**src/rtl/core_lsu_biu_pkg.sv**
```systemverilog
// Shared widths and BIU state encoding for the LSU bus interface unit.
package core_lsu_biu_pkg;
  localparam int CORE_XLEN            = 32;
  localparam int CORE_LSU_WMASK_WIDTH = CORE_XLEN / 8;

  typedef enum logic [1:0] {
    BIU_IDLE = 2'd0,
    BIU_REQ  = 2'd1,
    BIU_WAIT = 2'd2,
    BIU_RESP = 2'd3
  } biu_state_e;
endpackage

```
**src/rtl/core_biu_timeout_cnt.sv**
```systemverilog
// Saturating response-timeout counter: clear, count-enable, expire flag.
module core_biu_timeout_cnt #(
  parameter int CNT_W = 8,
  parameter int LIMIT = 255
) (
  input  logic clk,
  input  logic rst,
  input  logic clr,
  input  logic en,
  output logic expire
);
  logic [CNT_W-1:0] cnt_d;
  logic [CNT_W-1:0] cnt_q;

  always_comb begin
    cnt_d = cnt_q;
    if (clr) begin
      cnt_d = '0;
    end else if (en && (cnt_q != {CNT_W{1'b1}})) begin
      cnt_d = cnt_q + CNT_W'(1);
    end
  end

  always_ff @(posedge clk) begin
    if (rst) begin
      cnt_q <= '0;
    end else begin
      cnt_q <= cnt_d;
    end
  end

  // LIMIT of zero disables the timeout entirely.
  assign expire = (LIMIT != 0) && (cnt_q == CNT_W'(LIMIT - 1));
endmodule

```
**src/rtl/gnrl_dfflr.sv**
```systemverilog
// Generic load-enabled register with synchronous active-high reset to zero.
module gnrl_dfflr #(
  parameter int DW = 1
) (
  input  logic          clk,
  input  logic          rst,
  input  logic          lden,
  input  logic [DW-1:0] dnxt,
  output logic [DW-1:0] qout
);
  always_ff @(posedge clk) begin
    if (rst) begin
      qout <= '0;
    end else if (lden) begin
      qout <= dnxt;
    end
  end
endmodule

```
**src/rtl/core_lsu_biu.sv**
```systemverilog
// LSU-to-data-bus interface: one outstanding transaction, IDLE->REQ->WAIT->RESP,
// with a bounded wait for the bus response.
module core_lsu_biu
  import core_lsu_biu_pkg::*;
#(
  parameter int XLEN    = CORE_XLEN,
  parameter int WMASK_W = CORE_LSU_WMASK_WIDTH,
  parameter int TIMEOUT = 255,
  parameter int CNT_W   = 8
) (
  input  logic               clk,
  input  logic               rst,
  input  logic               lsu_req_valid,
  output logic               lsu_req_ready,
  input  logic [XLEN-1:0]    lsu_req_addr,
  input  logic [XLEN-1:0]    lsu_req_wdata,
  input  logic [WMASK_W-1:0] lsu_req_wmask,
  input  logic               lsu_req_wen,
  output logic               lsu_rsp_valid,
  input  logic               lsu_rsp_ready,
  output logic [XLEN-1:0]    lsu_rsp_rdata,
  output logic               lsu_rsp_err,
  output logic               bus_req_valid,
  input  logic               bus_req_ready,
  output logic [XLEN-1:0]    bus_req_addr,
  output logic [XLEN-1:0]    bus_req_wdata,
  output logic [WMASK_W-1:0] bus_req_wmask,
  output logic               bus_req_wen,
  input  logic               bus_rsp_valid,
  input  logic [XLEN-1:0]    bus_rsp_rdata,
  input  logic               bus_rsp_err
);
  biu_state_e state_d, state_q;

  logic               ld_req;
  logic               ld_rsp;
  logic               cnt_clr;
  logic               cnt_en;
  logic               tmo_expire;
  logic [XLEN-1:0]    addr_d, addr_q;
  logic [WMASK_W-1:0] wmask_d, wmask_q;
  logic [XLEN-1:0]    wdata_q;
  logic               wen_q;
  logic [XLEN-1:0]    rdata_d, rdata_q;
  logic               err_d, err_q;

  assign addr_d  = lsu_req_addr & ~XLEN'(3);
  assign wmask_d = lsu_req_wen ? lsu_req_wmask : '0;

  always_comb begin
    state_d = state_q;
    ld_req  = 1'b0;
    ld_rsp  = 1'b0;
    cnt_clr = 1'b0;
    cnt_en  = 1'b0;
    rdata_d = rdata_q;
    err_d   = err_q;
    case (state_q)
      BIU_IDLE: begin
        if (lsu_req_valid) begin
          ld_req  = 1'b1;
          state_d = BIU_REQ;
        end
      end
      BIU_REQ: begin
        if (bus_req_ready) begin
          cnt_clr = 1'b1;
          state_d = BIU_WAIT;
        end
      end
      BIU_WAIT: begin
        cnt_en = 1'b1;
        // A response arriving on the expiry cycle still takes priority.
        if (bus_rsp_valid) begin
          ld_rsp  = 1'b1;
          rdata_d = wen_q ? '0 : bus_rsp_rdata;
          err_d   = bus_rsp_err;
          state_d = BIU_RESP;
        end else if (tmo_expire) begin
          ld_rsp  = 1'b1;
          rdata_d = '0;
          err_d   = 1'b1;
          state_d = BIU_RESP;
        end
      end
      BIU_RESP: begin
        if (lsu_rsp_ready) begin
          state_d = BIU_IDLE;
        end
      end
      default: state_d = BIU_IDLE;
    endcase
  end

  always_ff @(posedge clk) begin
    if (rst) begin
      state_q <= BIU_IDLE;
    end else begin
      state_q <= state_d;
    end
  end

  gnrl_dfflr #(.DW(XLEN))    u_addr  (.clk(clk), .rst(rst), .lden(ld_req), .dnxt(addr_d),        .qout(addr_q));
  gnrl_dfflr #(.DW(XLEN))    u_wdata (.clk(clk), .rst(rst), .lden(ld_req), .dnxt(lsu_req_wdata), .qout(wdata_q));
  gnrl_dfflr #(.DW(WMASK_W)) u_wmask (.clk(clk), .rst(rst), .lden(ld_req), .dnxt(wmask_d),       .qout(wmask_q));
  gnrl_dfflr #(.DW(1))       u_wen   (.clk(clk), .rst(rst), .lden(ld_req), .dnxt(lsu_req_wen),   .qout(wen_q));
  gnrl_dfflr #(.DW(XLEN))    u_rdata (.clk(clk), .rst(rst), .lden(ld_rsp), .dnxt(rdata_d),       .qout(rdata_q));
  gnrl_dfflr #(.DW(1))       u_err   (.clk(clk), .rst(rst), .lden(ld_rsp), .dnxt(err_d),         .qout(err_q));

  core_biu_timeout_cnt #(
    .CNT_W (CNT_W),
    .LIMIT (TIMEOUT)
  ) u_tmo (
    .clk    (clk),
    .rst    (rst),
    .clr    (cnt_clr),
    .en     (cnt_en),
    .expire (tmo_expire)
  );

  assign lsu_req_ready = (state_q == BIU_IDLE);
  assign lsu_rsp_valid = (state_q == BIU_RESP);
  assign lsu_rsp_rdata = rdata_q;
  assign lsu_rsp_err   = err_q;
  assign bus_req_valid = (state_q == BIU_REQ);
  assign bus_req_addr  = addr_q;
  assign bus_req_wdata = wdata_q;
  assign bus_req_wmask = wmask_q;
  assign bus_req_wen   = wen_q;
endmodule
```
**config.mk**
```make
export PLATFORM = sky130hd
export DESIGN_NAME = core_lsu_biu
export DESIGN_NICKNAME = d
export VERILOG_FILES = /design/src/rtl/core_lsu_biu_pkg.sv /design/src/rtl/core_biu_timeout_cnt.sv /design/src/rtl/gnrl_dfflr.sv /design/src/rtl/core_lsu_biu.sv
export SDC_FILE = /design/constraint.sdc
export NUM_CORES = 1
export LEC_CHECK = 0
export CORE_UTILIZATION = 35
export DETAILED_ROUTE_END_ITERATION = 7
export HOLD_SLACK_MARGIN = 0.1
export PLACE_DENSITY = 0.69
export SYNTH_ARGS = -nofsm -noshare
export SYNTH_HDL_FRONTEND = slang
export SYNTH_HIERARCHICAL = 1
export SYNTH_SLANG_ARGS = --single-unit
```
**constraint.sdc**
```tcl
create_clock -name clk -period 2.5 [get_ports clk]
set_clock_uncertainty 0.15 [all_clocks]
set_input_delay 0.375 -clock clk [delete_from_list [all_inputs] [get_ports clk]]
set_output_delay 0.375 -clock clk [all_outputs]
set_load 0.05 [all_outputs]
```
### Word level (Yosys, flattened, before mapping)

Cells that the tools add are included.

* add/sub/neg operators: 1
* equal/unequal tests: 9
* reductions and logical operators: 6
* mux-type cells: 20

Operator list (number)
* 32-bit 2-to-1 mux: 3
* 1-bit 2-to-1 mux: 10
* 2-bit 2-to-1 mux: 5
* 8-bit by 1-bit adder with 8-bit output, second input constant: 1
* 8-bit equality test, second input constant: 1
* 8-bit != test, second input constant: 1
* 2-bit one-hot mux with 4 select lines: 1
* 2-bit equality test, second input constant: 2
* 4-bit 2-to-1 mux: 1
* 2-bit by 1-bit != test with 1-bit output, second input constant: 2
* 4-bit AND reduction: 1
* 3-bit != test, second input constant: 1
* 3-bit AND reduction: 1
* 2-bit by 1-bit equality test with 1-bit output, second input constant: 1
* 2-bit zero test: 1
* 2-bit != test, second input constant: 1
* 2-bit nonzero test: 1
* 2-bit OR reduction: 1
* 1-bit logical AND: 1

* output and inout port bits: 105
* logic and storage cells: 44
* register bits after elaboration: 110

### Depth between registers and ports, before layout

* depth in word-level cells: 5
* depth in mapped cells: 10
* gate-level depth less buffers: 9

### By module

The synthesis kept the hierarchy.

Modules (own cells, without submodules)
* gnrl_dfflr (u_addr ...): cells each 103, times used 3, area each 1163.6 um^2
* core_lsu_biu: cells each 69, times used 1, area each 579.3 um^2
* core_biu_timeout_cnt: cells each 51, times used 1, area each 449.2 um^2
* gnrl_dfflr (u_wmask): cells each 13, times used 1, area each 140.1 um^2
* gnrl_dfflr (u_err ...): cells each 3, times used 2, area each 33.8 um^2

### Least setup slack after synthesis

No wires, ideal clock.

* kind: register to register
* start point: reg state_q[0]
* end point: reg, netlist name u_addr/qout[0]
* period minus slack after synthesis: 1989 ps
* slack: 511 ps
* library setup time: 128 ps
* required time: 2222 ps
* cell stages (with the launch flop): 8
* arrival: 1711 ps
* buffers on the path: 2
* cell sequence: dfxtp_1 -> inv_1 -> ha_1 -> and2_1 -> buf_6 -> buf_12 -> mux2i_1 -> nor2_1

RTL lines
* from (decl): line core_lsu_biu.sv:33 `biu_state_e state_d, state_q;`
* from (signal assigned): line core_lsu_biu.sv:99 `state_q <= state_d;`

### Worst setup path in the final report

* start point: reg state_q[0]
* end point: out lsu_req_ready

* cells in the longest elaborated chain, start to end: 1

Ends and longest elaborated chain
* 2-bit zero test: line core_lsu_biu.sv:121 `assign lsu_req_ready = (state_q == BIU_IDLE);`
* to (decl): line core_lsu_biu.sv:14 `output logic lsu_req_ready,`

Every way passes these cells.

==> flow_metrics.py <==
metrics = {
    "clock_network": {
        "worstSkewPairLatency_ns": 0.34,
        "numCtsBuffers": 9,
        "cts_tree": "yes",
        "holdBufCountCts": 0,
        "post_cts_resized": 0,
        "h-tree-depth": 3,
        "cts.sinks": 112,
        "cts-root-buf": "clkbuf_16",
        "postCtsSetupRepairBufs": 0,
        "cts_max_path_buffers": 2,
        "clk_pin_slew_ns": 0.07,
    },
    "routing": {
        "drc_errors": 0,
        "drt-pass1-iter-count": 4,
        "viasPerCell": 4.698,
        "wl_per_cell_um": 13.80,
        "drt_iter0_drc": 181,
        "vias": 3899,
        "drt-total-wl_um": 11450,
        "detail-route-antenna-nets": 0,
    },
    "worst_setup_path": {
        "cp-end-kind": "output pin",
        "critPathKind": "flip-flop to output pin",
        "start_kind": "flip-flop",
        "crit_path_top_delay_cell": "clkdlybuf4s50_1",
        "cp_num_buf_inv": 2,
        "crit_chain": "inv_1 -> ha_1 -> clkdlybuf4s50_1",
        "crit_required_ns": 1.98,
        "cpPeakStageDelay_ns": 0.82,
        "crit_family": "buffers and inverters",
        "path_max_fanout": 4,
        "cp.arrival_ns": 1.84,
    },
    "synthesis": {
        "synthSimpleGateAreaFrac_pct": 13.13,
        "syn_area_um2": 4727,
        "ys_seq_area_share_pct": 47.43,
        "synth-seq-cells": 112,
        "synth_top_family_by_area": "multiplexers",
        "yosys.area_share.adder_pct": 1.588,
        "yosys.cell_types.count": 36,
        "syn_inst": 448,
        "yosysWarnings": 6,
        "syn_area_per_cell_um2": 10.55,
        "synth_mux_area_share_pct": 22.45,
        "synth-compound-area-share_pct": 8.549,
        "synth-xor-area-share_pct": 0,
    },
    "sta": {
        "period_needed_ns": 2.366,
        "max_freq_mhz": 422.7,
        "fin_crit_sh_pct": 94.63,
        "layout_setup_ws_ns": 0.1342,
        "slew_headroom_pct": 52.57,
        "setup_violations": 0,
        "finalHoldViolations": 0,
        "tightestPinTransition_ns": 0.7114,
        "drv_slew": 0,
        "holdWs_ns": 0.3434,
        "setup-tns-final_ns": 0,
        "grt_setup_unrepaired": "false",
    },
    "global_routing": {
        "grt_pass1_wl_um": 18440,
        "grt_max_degree": 74,
        "overflow": 0,
        "grt_pass1_vias": 3763,
        "grt_usage_pct": 16.25,
        "antenna_found_initial": 0,
    },
    "final_layout": {
        "syn_to_final_growth_pct": 51.35,
        "final_util_pct": 54.24,
        "drive_gt1_share_pct": 5.199,
        "final_nets": 764,
        "layout_common_cells": "209 x clkdlybuf4s50_1, 112 x dfxtp_1, 106 x nor2_1, 106 x mux2i_1, 32 x a22o_1",
        "insertedDiodeCount": 0,
        "final_common_cell": "clkdlybuf4s50_1",
    },
    "place": {
        "port_buffers": 210,
        "dp_hpwl_um": 8223,
        "dp_slack_ns": 0.4567,
        "gp_congestion": 0.7795,
    },
    "status": {
        "status": "completed",
    },
    "die": {
        "std_cell_rows": 42,
        "start_util_pct": 35.84,
        "design.die.area_um2": 13970,
        "die_x_um": 118.2,
        "design.portCount": 213,
        "core_area_um2": 13190,
        "fp.dieH_um": 118.2,
    },
    "min_path": {
        "hold_path_class": "flip-flop to flip-flop",
    },
    "run": {
        "maxCapViolations": 0,
    },
    "power": {
        "leakage_nw": 2.719,
        "peakVddDrop_uv": 351.1,
        "power.density_nw_per_um2": 856.6,
    },
}
-- metrics by stage --
stage | instances | power, mW | instance area [um2]
2_1_floorplan | 449 | 4.117 | 4731
3_3_place_gp | 815 | 4.684 | 6849
3_5_place_dp | 815 | 4.736 | 6849
4_1_cts | 830 | 6.212 | 7154
5_1_grt | 830 | 6.435 | 7154
6_report | 830 | 6.129 | 7154
-- sequential cells by signal, indices dropped and copies added (netlist names) --
signal        count
u_wen/qout        1
u_addr/qout      32
u_wmask/qout      4
u_wdata/qout     32
state_q           2
u_tmo/cnt_q       8
u_err/qout        1
u_rdata/qout     32
-- worst min-delay path: stages (launching register included) --
cell,delay [ns]
dfxtp_1,0.32
mux2i_1,0.06
nor2_1,0.07
-- worst paths after layout --
| check | from | endpoint | slack, ns | cells past startpoint |
|---|---|---|---|---|
| max | state_q[0]$_SDFFE_PP0P_ | lsu_req_ready | 0.13 | 3 |
| min | u_wdata/qout[6]$_SDFFE_PP0P_ | u_wdata/qout[6]$_SDFFE_PP0P_ | 0.34 | 2 |
| max reg2reg | u_tmo/cnt_q[0]$_SDFFE_PP0P_ | u_err/qout$_SDFFE_PP0P_ | 0.54 | 10 |
| min reg2reg | u_wdata/qout[6]$_SDFFE_PP0P_ | u_wdata/qout[6]$_SDFFE_PP0P_ | 0.34 | 2 |
-- per-layer routing --
metal  vias to the layer above  share of wire [%]  global-route usage [%]
met1                      1795                 44                   19.65
met3                        14                6.6                   4.440
met2                       138                 48                   27.54
met4                         0                1.5                   5.769
li1                       1952                  -                       -
met5                         -                  0                       0
-- synth_stat cells --
library cell / instances / share of area, %
nor4_1: 1 / 0.13
nor2_2: 1 / 0.13
o21ai_0: 2 / 0.21
a31o_2: 1 / 0.19
and2_1: 6 / 0.79
nor2_1: 106 / 8.4
a22o_1: 32 / 5.9
clkbuf_1: 9 / 0.71
nand4_2: 1 / 0.26
or2_2: 1 / 0.13
o22a_1: 1 / 0.19
buf_6: 6 / 1.4
o21ai_2: 1 / 0.19
inv_1: 5 / 0.40
a21oi_1: 3 / 0.32
nand2_1: 7 / 0.56
nor3_1: 1 / 0.11
or3b_1: 1 / 0.19
dfxtp_1: 112 / 47
buf_2: 3 / 0.32
nand2b_1: 5 / 0.66
nand4_1: 1 / 0.13
mux2i_1: 106 / 22
o21ai_1: 1 / 0.11
conb_1: 1 / 0.079
a211oi_1: 2 / 0.32
clkbuf_2: 1 / 0.11
a31oi_1: 4 / 0.53
and4_4: 2 / 0.48
ha_1: 6 / 1.6
or3_1: 2 / 0.26
and3_2: 1 / 0.16
a2111oi_4: 1 / 0.58
and4_1: 1 / 0.19
buf_12: 9 / 3.8
nand3_1: 5 / 0.53
-- cell families after synthesis --
kind of cell	count (synthesis)
AND/OR/NAND/NOR	142
flip-flops	112
multiplexers	106
AO/OA/AOI/OAI	48
buffers and inverters	33
adder cells (fa/ha/maj)	6
other	1
-- layout make-up --
| class | instances | area [um2] |
|---|---|---|
| Clock buffer | 11 | 252.7 |
| Fill cell | 1167 | 6036 |
| Sequential cell | 112 | 2242 |
| Inverter | 5 | 18.77 |
| Timing Repair Buffer | 218 | 2197 |
| Clock inverter | 4 | 52.55 |
| Multi-Input combinational cell | 304 | 2171 |
| Tap cell | 176 | 220.2 |
-- where the power goes --
group          total, mW  internal, mW  leakage [nW]  switching, mW
Sequential          2.13          2.01         0.913          0.125
Combinational       2.54          1.04          1.65           1.50
Clock               1.46         0.830         0.152          0.625
Total               6.13          3.88          2.72           2.25
Note: power is estimated with default switching activity, not from simulation.
==> patch 1, RTL diff (same settings) <==
The parameter `TIMEOUT` goes from 255 to 191.
--- a/src/rtl/core_lsu_biu.sv
+++ b/src/rtl/core_lsu_biu.sv
@@ -5,7 +5,7 @@
 #(
   parameter int XLEN    = CORE_XLEN,
   parameter int WMASK_W = CORE_LSU_WMASK_WIDTH,
-  parameter int TIMEOUT = 255,
+  parameter int TIMEOUT = 191,
   parameter int CNT_W   = 8
 ) (
   input  logic               clk,
Formal check against the unedited RTL: no difference found for any inputs over 4 cycles, from zero or initial values and one cycle with rst high; that may be too few to reach the edited logic, so the function may still have changed.
==> patch 1 against the unedited design <==
Cell area rose by 0.61%; core utilization is 0.33 points higher; area after synthesis up 0.13%; hold slack got worse by 0.0015 ns; total power up 0.43%; critical path depth unchanged; register-to-register slack worse by 0.18 ns; wire length up 2.8%; critical path type unchanged; sequential cell count did not move; die area grew 0.13%; setup slack gained 0.0068 ns; count of clock-buffer cells in the layout grew 1; global-route usage rose by 0.78 points.
==> patch 1: results (changes against the unedited design) <==
- The fraction of area in clock buffers and inverters is 4.17% (-0.095 points).
- The global placement routability congestion is 0.818 (+5.0%).
- The worst-case headroom to the max-slew limit is 54.9% (+2.3 points).
- Ranked by total cell area, the synthesized netlist is headed by sky130_fd_sc_hd__dfxtp_1, sky130_fd_sc_hd__mux2i_1, sky130_fd_sc_hd__nor2_1, sky130_fd_sc_hd__a22o_1, sky130_fd_sc_hd__buf_12.
- The share of power burned in combinational logic is 42.0% (+0.5 points).
- The width of the die is 118 µm (about the same).
- The detail-routed via count per cell is 4.73 (+0.64%).
- The multi-input combinational cell count was 302 (-0.66%).
- The run finished with clean final reports.
- The pin count of the biggest net entering global routing is 64 (-14%).
- The share of post-route cells with drive strength above 1 is 5.94% (+0.74 points).
- The met2 usage was 27.9% (+0.40 points).
- The met3 wire length came to 726 µm (-4.5%).
- The net switching power is 2280 µW (+1.1%).
- The pre-CTS setup slack is -0.131 ns (-0.588 ns).
- The ratio of total power to cell area is 855 nW/µm² (-0.18%).
- The maximum achievable frequency is 424 MHz (+0.29%).
- The clock buffer instance count of the final layout is 12 (+1).
- The detailed-route wire length per cell is 14.1 µm (+2.4%).
- The global-route track usage on met1 is 21.5% (+1.9 points).
- The number of nets in the finished design is 766 (+0.26%).
- The met1 routed wirelength after detailed routing came to 5.25 mm (+3.7%).
- The cell count after placement is 817 (+0.25%).
- The total global-route track usage is 17.0% (+0.78 points).
- The multi-input gate share of total cell area is 30.2% (-0.098 points).
- The filler-free cell count of the finished design is 833 (+0.36%).
- The commonest cells after synthesis are sky130_fd_sc_hd__dfxtp_1, sky130_fd_sc_hd__mux2i_1, sky130_fd_sc_hd__nor2_1.
- The filler cell count is 1178 (+0.94%).
- The global-route wire length before repair is 19.3 mm (+4.8%).
- The peak supply drop was 0.319 mV (-9.2%).
- The number of different library cells in the post-synthesis netlist was 42 (+17%).
- The via count of the first global-routing pass is 3849 (+2.3%).
- The total length of routed met2 wires is 5.57 mm (+2.1%).
- The register area share after synthesis is 47.4% (-0.063 points).
- The register-to-register path setup slack is 0.36 ns (-0.18 ns).
- The number of flip-flops and latches is 112 (unchanged).
- The relative area of non-clock buffer cells in the final design was 31.1% (+0.40 points).
[patch 1: worst min-delay path: cells and delay by family (launching register included)]
kind | cells | cell delay (ns)
flip-flops | 1 | 0.33
multiplexers | 1 | 0.06
AND/OR/NAND/NOR | 1 | 0.07
[patch 1: what timing repair did]
action | CTS | global route
resized for setup | 0 | 1
hold buffers | 0 | 0
setup endpoints to repair | 0 | 4
[patch 1: worst paths after layout]
kind | start | end | cells after the start
max reg2reg | u_tmo/cnt_q[2]$_SDFFE_PP0P_ | u_rdata/qout[5]$_SDFFE_PP0P_ | 7
min reg2reg | u_addr/qout[22]$_SDFFE_PP0P_ | u_addr/qout[22]$_SDFFE_PP0P_ | 2
max | state_q[0]$_SDFFE_PP0P_ | lsu_req_ready | 3
min | u_addr/qout[22]$_SDFFE_PP0P_ | u_addr/qout[22]$_SDFFE_PP0P_ | 2
==> patch 2, RTL diff (config.mk and constraints unchanged) <==
Made on the original files. Put a register stage on the output `lsu_rsp_err`, with the module's reset. The value now appears one clock later. The other outputs are not delayed to match.
--- a/src/rtl/core_lsu_biu.sv
+++ b/src/rtl/core_lsu_biu.sv
@@ -121,7 +121,13 @@
   assign lsu_req_ready = (state_q == BIU_IDLE);
   assign lsu_rsp_valid = (state_q == BIU_RESP);
   assign lsu_rsp_rdata = rdata_q;
-  assign lsu_rsp_err   = err_q;
+  always_ff @(posedge clk) begin
+    if (rst) begin
+      lsu_rsp_err <= '0;
+    end else begin
+      lsu_rsp_err <= err_q;
+    end
+  end
   assign bus_req_valid = (state_q == BIU_REQ);
   assign bus_req_addr  = addr_q;
   assign bus_req_wdata = wdata_q;
Formal check against the unedited RTL: not equivalent (a bounded check fails within 4 cycles, from zero or initial values and one cycle with rst high).
==> patch 2 against the unedited design <==
Sequential cell count is 1 higher; total power is 16% higher; area after synthesis is 0.93% higher; cell area is 4.1% higher; critical path depth stayed put; combinational power is 4% higher; sequential power is 2% higher; wire length is 6.4% higher; setup slack better by 0.013 ns; synthesized cell count is 0.45% higher; die area is 0.91% higher; critical endpoint is now bus_req_valid.
==> patch 2: results (changes against the unedited design) <==
- The arrival time of data at the critical path endpoint is 1.83 ns.
- The final HPWL from detailed placement is 8.64 mm (+5.1%).
- The via count of the first global-routing pass was 4045 (+7.5%).
- The peak supply drop was 0.636 mV (+81%).
- The commonest cells after synthesis are sky130_fd_sc_hd__dfxtp_1, sky130_fd_sc_hd__mux2i_1, sky130_fd_sc_hd__nor2_1.
- The number of different library cells in the post-synthesis netlist is 41 (+14%).
- The count of yosys warnings during synthesis was 6 (unchanged).
- The global placement routability congestion was 0.809 (+3.7%).
- The total clock buffers created by CTS is 17 (+8).
- The fraction of synthesis flops using an asynchronous set or reset pin was 0% (unchanged).
- The maximum fanout along the worst path came to 4 (unchanged).
- The share of post-route cells with drive strength above 1 is 7.27% (+2.1 points).
- The clock latency at the later pin of the worst-skew pair is 0.40 ns (+0.06 ns).
- The leakage component of the power is 0.00288 µW (+6.0%).
- In the final layout, the registers with the most flip-flops are u_addr/qout x32, u_rdata/qout x32, u_wdata/qout x32.
- The worst-case headroom to the max-slew limit is 63.3% (+11 points).
- The detailed router's first-iteration violation count is 239 (+32%).
- Clock tree synthesis selected as its root buffer the cell sky130_fd_sc_hd__clkbuf_16.
- The placed standard-cell area came to 6870 µm² (+0.37%).
- The antenna diode count is 0 (unchanged).
- The number of detailed-routing iterations run before antenna repair is 5 (+1).
- The total global-route track usage is 17.6% (+1.4 points).
- The number of antenna violations at the first check in global routing came to 0 (unchanged).
- The number of nets in the finished design came to 776 (+1.6%).
- The detail-routed via count per cell is 4.72 (+0.53%).
- The pin count of the biggest net entering global routing came to 49 (-34%).
- The path class of the tightest hold or removal check is in -> reg.
- The post-CTS clock slew at the launch and capture registers of the worst setup and hold paths is 0.05 ns (-0.02 ns).
- The register area share after synthesis is 47.4% (about the same).
- The number of levels the H-tree was split into is 4 (+1).
- The flow ran to the end, and the final reports show no timing, DRC or antenna violations.
- The deepest clock path buffer count came to 2 (unchanged).
- The detailed-route wire length per cell is 14.3 µm (+3.9%).
- The number of failing hold endpoints at the final stage came to 0 (unchanged).
- The quantity of I/O buffers inserted on ports was 210 (unchanged).
- Sorting the synthesized cells by area gives the leading types as sky130_fd_sc_hd__dfxtp_1, sky130_fd_sc_hd__mux2i_1, sky130_fd_sc_hd__nor2_1, sky130_fd_sc_hd__a22o_1, sky130_fd_sc_hd__buf_12.
- The global-route wire length before repair came to 19.6 mm (+6.1%).
-- patch 2: changes by cell type in the layout (fill, tap and decap cells not counted), sizes merged, moves of 2 or more --
| cell | change |
|---|---|
| clkbuf | +14 |
| nand2 | +2 |
| nor2b | +4 |
| buf | +2 |
| nand2b | -5 |
-- patch 2: cell type report --
| cell class | count | area (µm²) |
|---|---|---|
| well taps | 176 | 220 |
| clock buffers | 25 | 485 |
| flip-flops and latches | 113 | 2260 |
| clock inverters | 6 | 80.1 |
| multi-input cells | 304 | 2190 |
| repair buffers | 220 | 2190 |
| inverters | 6 | 22.5 |
| fillers | 1161 | 5790 |
-- patch 2: kinds of logic after synthesis --
| group | Yosys count | share of synthesized area [%] |
|---|---|---|
| flops | 113 | 47.4 |
| mux | 106 | 22.2 |
| compound gates | 48 | 8.58 |
| fa+ha+maj | 6 | 1.57 |
| other cells | 1 | 0.0786 |
| simple gates | 142 | 13.2 |
| buf+inv | 34 | 6.95 |
-- patch 2: repair_timing --
item / in CTS / in global routing
setup endpoints to repair: 0 / 21
buffers inserted: 0 / 0
gates resized for setup: 0 / 2
hold buffers: 0 / 0
-- patch 2: worst max-delay path: stages, from the launching register on --
cell	delay, ns
sky130_fd_sc_hd__dfxtp_1	0.33
sky130_fd_sc_hd__inv_1	0.08
sky130_fd_sc_hd__ha_1	0.18
sky130_fd_sc_hd__clkdlybuf4s50_1	0.83
-- patch 2: through the flow --
stage | cells | setup slack [ns] | power (µW)
after floorplan | 451 | 0.533 | 4240
after global placement | 819 | 0.165 | 4790
after detailed placement | 819 | 0.0843 | 4850
after CTS | 850 | 0.0437 | 7190
after global routing | 850 | 0.0588 | 7430
final | 850 | 0.147 | 7120
-- patch 2: final timing paths --
kind	from	end	slack [ns]	depth (start not counted)
hold / removal	rst	u_wdata/qout[8]$_SDFFE_PP0P_	0.27	2
setup reg to reg	u_tmo/cnt_q[0]$_SDFFE_PP0P_	u_rdata/qout[17]$_SDFFE_PP0P_	0.37	9
setup / recovery	state_q[1]$_SDFFE_PP0P_	bus_req_valid	0.15	3
hold reg to reg	u_err/qout$_SDFFE_PP0P_	lsu_rsp_err$_SDFF_PP0_	0.33	1
-- patch 2: report_power, final --
| group | switching [µW] | leakage (µW) | internal, µW | total (µW) |
|---|---|---|---|---|
| sequential | 131 | 0.000921 | 2040 | 2170 |
| combinational | 1570 | 0.00168 | 1070 | 2640 |
| clock | 774 | 0.000281 | 1530 | 2310 |
| total | 2480 | 0.00288 | 4640 | 7120 |
-- patch 2: per-layer routing --
layer	vias up	track usage, %	part of all wire (%)
li1	1989	-	-
met1	1843	20.0	42
met2	159	29.8	49
met4	0	8.15	2.0
met5	-	0	0
met3	23	5.98	7.4
